===== config.mk =====
export PLATFORM = sky130hd
export DESIGN_NAME = seq_divider
export DESIGN_NICKNAME = d
export VERILOG_FILES = /design/src/rtl/seq_divider.sv
export SDC_FILE = /design/constraint.sdc
export NUM_CORES = 1
export LEC_CHECK = 0
export CAP_MARGIN = 20
export CORE_UTILIZATION = 55
export CTS_BUF_LIST = sky130_fd_sc_hd__clkbuf_8 sky130_fd_sc_hd__clkbuf_16
export CTS_CLUSTER_DIAMETER = 40
export DETAILED_ROUTE_END_ITERATION = 10
export GPL_ROUTABILITY_DRIVEN = 1
export HOLD_SLACK_MARGIN = 0.12
export PLACE_DENSITY = 0.87
export SETUP_SLACK_MARGIN = 0.1
export SYNTH_ARGS = -nofsm -noshare
export SYNTH_HDL_FRONTEND = slang
export SYNTH_SLANG_ARGS = --single-unit

===== constraint.sdc =====
create_clock -name clock -period 5.8 [get_ports clock]
set_input_delay 1.16 -clock clock [delete_from_list [all_inputs] [get_ports clock]]
set_output_delay 1.16 -clock clock [all_outputs]
set_load 0.02 [all_outputs]

===== src/rtl/seq_divider.sv =====
// seq_divider: multi-cycle restoring divider for DIV/DIVU.
// One quotient bit is produced per clock in CALC; sign handling is done on
// magnitudes before the loop and corrected in FIXUP. A one-cycle setup phase
// in IDLE turns the latched operands into magnitudes before iteration starts.
module seq_divider #(
    parameter int DATA_WIDTH = 32
) (
    input  logic                  clock,
    input  logic                  clear,
    input  logic                  start,
    input  logic                  signed_op,
    input  logic [DATA_WIDTH-1:0] dividend,
    input  logic [DATA_WIDTH-1:0] divisor,
    output logic                  busy,
    output logic                  done,
    output logic                  div_by_zero,
    output logic [DATA_WIDTH-1:0] lo,
    output logic [DATA_WIDTH-1:0] hi
);

    localparam int W     = DATA_WIDTH;
    localparam int CNT_W = $clog2(W);

    typedef enum logic [1:0] {
        S_IDLE,
        S_CALC,
        S_FIXUP,
        S_DONE
    } state_t;

    state_t           r_state;
    state_t           w_next_state;

    logic             r_pend;     // operands latched, magnitudes not yet loaded
    logic             r_signed;
    logic [W-1:0]     r_a;
    logic [W-1:0]     r_b;
    logic [W-1:0]     r_rem;
    logic [W-1:0]     r_quo;
    logic [W-1:0]     r_dvs;
    logic [CNT_W-1:0] r_count;
    logic [W-1:0]     r_lo;
    logic [W-1:0]     r_hi;
    logic             r_dz;

    logic [W-1:0]     w_abs_a;
    logic [W-1:0]     w_abs_b;
    logic             w_b_zero;
    logic             w_neg_q;
    logic             w_neg_r;
    logic [W:0]       w_shift;
    logic [W:0]       w_trial;
    logic             w_keep;

    // Magnitudes of the latched operands; -MIN wraps to MIN, which is the
    // correct unsigned magnitude for the most-negative value.
    assign w_abs_a  = (r_signed && r_a[W-1]) ? -r_a : r_a;
    assign w_abs_b  = (r_signed && r_b[W-1]) ? -r_b : r_b;
    assign w_b_zero = (r_b == '0);

    // Quotient is negative when operand signs differ; remainder follows the dividend.
    assign w_neg_q  = r_signed & (r_a[W-1] ^ r_b[W-1]);
    assign w_neg_r  = r_signed & r_a[W-1];

    // Restoring step: shift the next dividend bit into the partial remainder
    // and trial-subtract the divisor magnitude one bit wider than the data.
    assign w_shift  = {r_rem, r_quo[W-1]};
    assign w_trial  = w_shift - {1'b0, r_dvs};
    assign w_keep   = ~w_trial[W];

    // State register; clear wins over every state.
    always_ff @(posedge clock) begin
        // NOTE: sequential state uses non-blocking assignments so every
        // register samples pre-edge values regardless of statement order.
        if (clear) begin
            r_state <= S_IDLE;
        end else begin
            r_state <= w_next_state;
        end
    end

    // Next-state logic.
    always_comb begin
        // NOTE: the default assignment first keeps this block free of latches
        // for every path through the case statement.
        w_next_state = r_state;
        case (r_state)
            S_IDLE: begin
                if (r_pend) begin
                    w_next_state = w_b_zero ? S_DONE : S_CALC;
                end
            end
            S_CALC: begin
                if (r_count == CNT_W'(W - 1)) begin
                    w_next_state = S_FIXUP;
                end
            end
            S_FIXUP: w_next_state = S_DONE;
            S_DONE:  w_next_state = S_IDLE;
            default: w_next_state = S_IDLE;
        endcase
    end

    // Datapath: operand capture, iteration, sign fixup and result registers.
    always_ff @(posedge clock) begin
        if (clear) begin
            r_pend   <= 1'b0;
            r_signed <= 1'b0;
            r_a      <= '0;
            r_b      <= '0;
            r_rem    <= '0;
            r_quo    <= '0;
            r_dvs    <= '0;
            r_count  <= '0;
            r_lo     <= '0;
            r_hi     <= '0;
            r_dz     <= 1'b0;
        end else begin
            case (r_state)
                S_IDLE: begin
                    if (r_pend) begin
                        r_pend <= 1'b0;
                        if (w_b_zero) begin
                            r_lo <= '1;
                            r_hi <= r_a;
                            r_dz <= 1'b1;
                        end else begin
                            r_rem   <= '0;
                            r_quo   <= w_abs_a;
                            r_dvs   <= w_abs_b;
                            r_count <= '0;
                        end
                    end else if (start) begin
                        r_pend   <= 1'b1;
                        r_signed <= signed_op;
                        r_a      <= dividend;
                        r_b      <= divisor;
                    end
                end
                S_CALC: begin
                    r_rem   <= w_keep ? w_trial[W-1:0] : w_shift[W-1:0];
                    r_quo   <= {r_quo[W-2:0], w_keep};
                    r_count <= r_count + 1'b1;
                end
                S_FIXUP: begin
                    r_lo <= w_neg_q ? -r_quo : r_quo;
                    r_hi <= w_neg_r ? -r_rem : r_rem;
                    r_dz <= 1'b0;
                end
                default: begin
                end
            endcase
        end
    end

    assign busy        = (r_state == S_CALC) || (r_state == S_FIXUP);
    assign done        = (r_state == S_DONE);
    assign div_by_zero = r_dz;
    assign lo          = r_lo;
    assign hi          = r_hi;

endmodule


==> out/qor.yml <==
status: "completed"
antenna_cells: 0
synthAdderAreaFrac: 0.0409
row_count: 56
critPathKind: "flip-flop to flip-flop"
gp_congestion: 0.923
worstSetupStartpointType: "flip-flop"
antenna_found_initial: 0
via_per_inst: 6.24
wl_per_cell_um: 18.3
grt-ovfl-total: 0
required_ns: 6.18
crit_fanout: 66
avgSynthCellArea_um2: 7.84
worstMarginPinSlew_ns: 0.968
dieArea_um2: 24900
drt_pass1_iterations: 6
ys.flop_type: "dfxtp_1"
synth.mux.area_fraction: 0.0113
p_total_mw: 7.92
fillers: 1844
ir_drop_v: 0.000404
regArea_um2: 4680
port_buffers: 134
grt_first_pass_wirelength_um: 62000
wl_um: 38800
cts_tree: "built"
rsz0062_at_grt: "no"
finalWorstSetupSlack_ns: 2.21
grt_usage: 0.311
cpPeakStageDelay_ns: 0.50
post-route-period-util: 0.618
crit_top_cell: "buf_4"
maxCapViolations: 0
clkSinkCount: 234
cts_buffers: 37
yosys.area.top_type_share: 0.351
clk_latency_ns: 0.52
rr_startpoint: "r_b[6]$_SDFFE_PP0P_"
syn-num-nets: 1814
yosysMostFrequentCell: "nand2_1"
swShare: 0.409
multi_input_area_um2: 7910
synth_commonest_cells: "nand2_1, dfxtp_1, nor2_1"
arrival_ns: 3.97
drt_iter0_drc: 1551
rr_endpoint: "r_rem[24]$_SDFFE_PP0P_"
slowest_stage: "nor4_1"
synth_xor_area_frac: 0.0938
synth_compound_area_frac: 0.242
htree_levels: 2
syn_area_um2: 13300
power.switching_mw: 3.24
r2r_cells: 10
r2r_slack_ns: 2.21
ctsResizeCount: 0
yosysSeqAreaShare: 0.351
setup-violations-final: 0
synth_top_family_by_area: "compound AO/OA/AOI/OAI gates"
num_io_pins: 135
dp.final_hpwl_um: 26400
grt_max_degree: 116
fin_crit_ns: 3.59
synth_top_cell_by_area: "dfxtp_1"
syn_to_final_growth_pct: 19.9
p_leak_nw: 5.97
ant_nets: 0
timing.fmax_mhz: 279
drive_gt1_frac: 0.0562
combPwrFrac: 0.433
remaining_drc_errors: 0
powerDensity_nw_per_um2: 495
ctsLongestPathBuffers: 3
power_frac_clock: 0.289
synth-edff-count: 0
synth_seq_cells: 234
cts_setup_buffers: 0
cts-root-buf: "clkbuf_16"
whs_ns: 0.454
critPathBufInv: 2
fin_skew_ns: 0.0342
seqPwrFrac: 0.278
synth-warning-count: 0
clk_pin_slew_worst_paths_ns: 0.06
syn_inst: 1703
slew_headroom: 0.348
worstSetupPathDepth: 10
die_w_um: 158
initial_utilization: 0.565
nets: 1881
p_int_mw: 4.68
totalNegativeSetupSlack_ns: 0
synth-simple-area-share: 0.203
cts_hold_buf: 0
final_hold_viol_count: 0
cp_cell_sequence: "nor4_1 -> nand4_1 -> o31a_2 -> buf_4 -> o21a_4 -> nand2b_1 -> nor4b_2 -> buf_4 -> and4b_1 -> a221o_1"
dp_slack_ns: 2.31
synthDistinctLibCells: 75
final-max-slew-violation-count: 0
cp-startpoint: "r_b[6]$_SDFFE_PP0P_"
hp-class: "flip-flop to flip-flop"
crit_family: "simple AND/OR/NAND/NOR gates"
yosys-top-cells-area: "dfxtp_1, nand2_1, a21oi_1"
async_flop_share: 0
grt_pass1_vias: 12335
vias: 13195
core-area_um2: 23600
crit_end: "r_rem[24]$_SDFFE_PP0P_"
end_kind: "flip-flop"
fp.dieH_um: 158
-- power by group through the flow --
stage / registers, mW / logic, mW / clock network (mW)
detailed placement: 2.22 / 3.30 / 0
floorplan: 2.22 / 2.38 / 0
global route: 2.24 / 3.73 / 2.38
global placement: 2.20 / 3.23 / 0
finish: 2.20 / 3.43 / 2.29
CTS: 2.19 / 3.36 / 2.30
-- through the flow --
stage / std cells / util / area [um2]
finish: 2115 / 0.678 / 16000
CTS: 2114 / 0.677 / 16000
detailed placement: 2049 / 0.622 / 14700
global route: 2115 / 0.678 / 16000
floorplan: 1703 / - / 13300
global placement: 2049 / 0.622 / 14700
-- layout make-up --
type	instances	share of cell area
inverter	66	0.0155
clock buffer	42	0.0636
tap	319	0.0249
clock inverter	23	0.0167
sequential	234	0.293
multi-input combinational	1282	0.494
timing repair buffer	149	0.0922
-- placed cells by master, fill, tap and decap left out, types with 39 or more instances in the layout --
cell type and count:
xnor2_1 73, dfxtp_1 234, nand2_1 236, xor2_1 70, ha_1 41, a211oi_1 50, inv_1 68, clkdlybuf4s50_1 133
o21ai_0 41, clkbuf_16 39, a21oi_1 176, nor2_1 179
-- how the worst min path moves through the flow --
stage                         from                   to  slack (ns)  cells after the start
4_1_cts         hi[5]$_SDFFE_PP0P_   hi[5]$_SDFFE_PP0P_        0.46                      2
2_1_floorplan  r_b[0]$_SDFFE_PP0P_  r_b[0]$_SDFFE_PP0P_        0.45                      2
3_5_place_dp    hi[5]$_SDFFE_PP0P_   hi[5]$_SDFFE_PP0P_        0.45                      2
5_1_grt         hi[5]$_SDFFE_PP0P_   hi[5]$_SDFFE_PP0P_        0.48                      2
3_3_place_gp    hi[4]$_SDFFE_PP0P_   hi[4]$_SDFFE_PP0P_        0.44                      2
6_report        hi[5]$_SDFFE_PP0P_   hi[5]$_SDFFE_PP0P_        0.45                      2
-- routing by layer --
metal | vias to the layer above | track usage | share of wire
met4 | 0 | 0.160 | 0.045
met5 | - | 0 | 0
met2 | 675 | 0.494 | 0.46
met1 | 6166 | 0.403 | 0.41
met3 | 151 | 0.0561 | 0.086
li1 | 6203 | - | -
-- worst min-delay path: stages, from the launching register on --
cell and delay (ns):
dfxtp_1 0.31, nand2_1 0.05, a21oi_1 0.05
-- logic make-up after synthesis --
kind of cell | Yosys count
compound gates | 486
xor+xnor | 143
fa+ha+maj | 43
buf+inv | 187
flops | 234
mux | 15
simple gates | 595
-- state kept, by name, indices dropped and copies added, names as in the netlist, 2 cells and up --
register  count
r_count       5
lo           32
r_state       2
r_rem        32
r_b          32
r_dvs        32
hi           32
r_a          32
r_quo        32
Note: power is estimated with default switching activity, not from simulation.
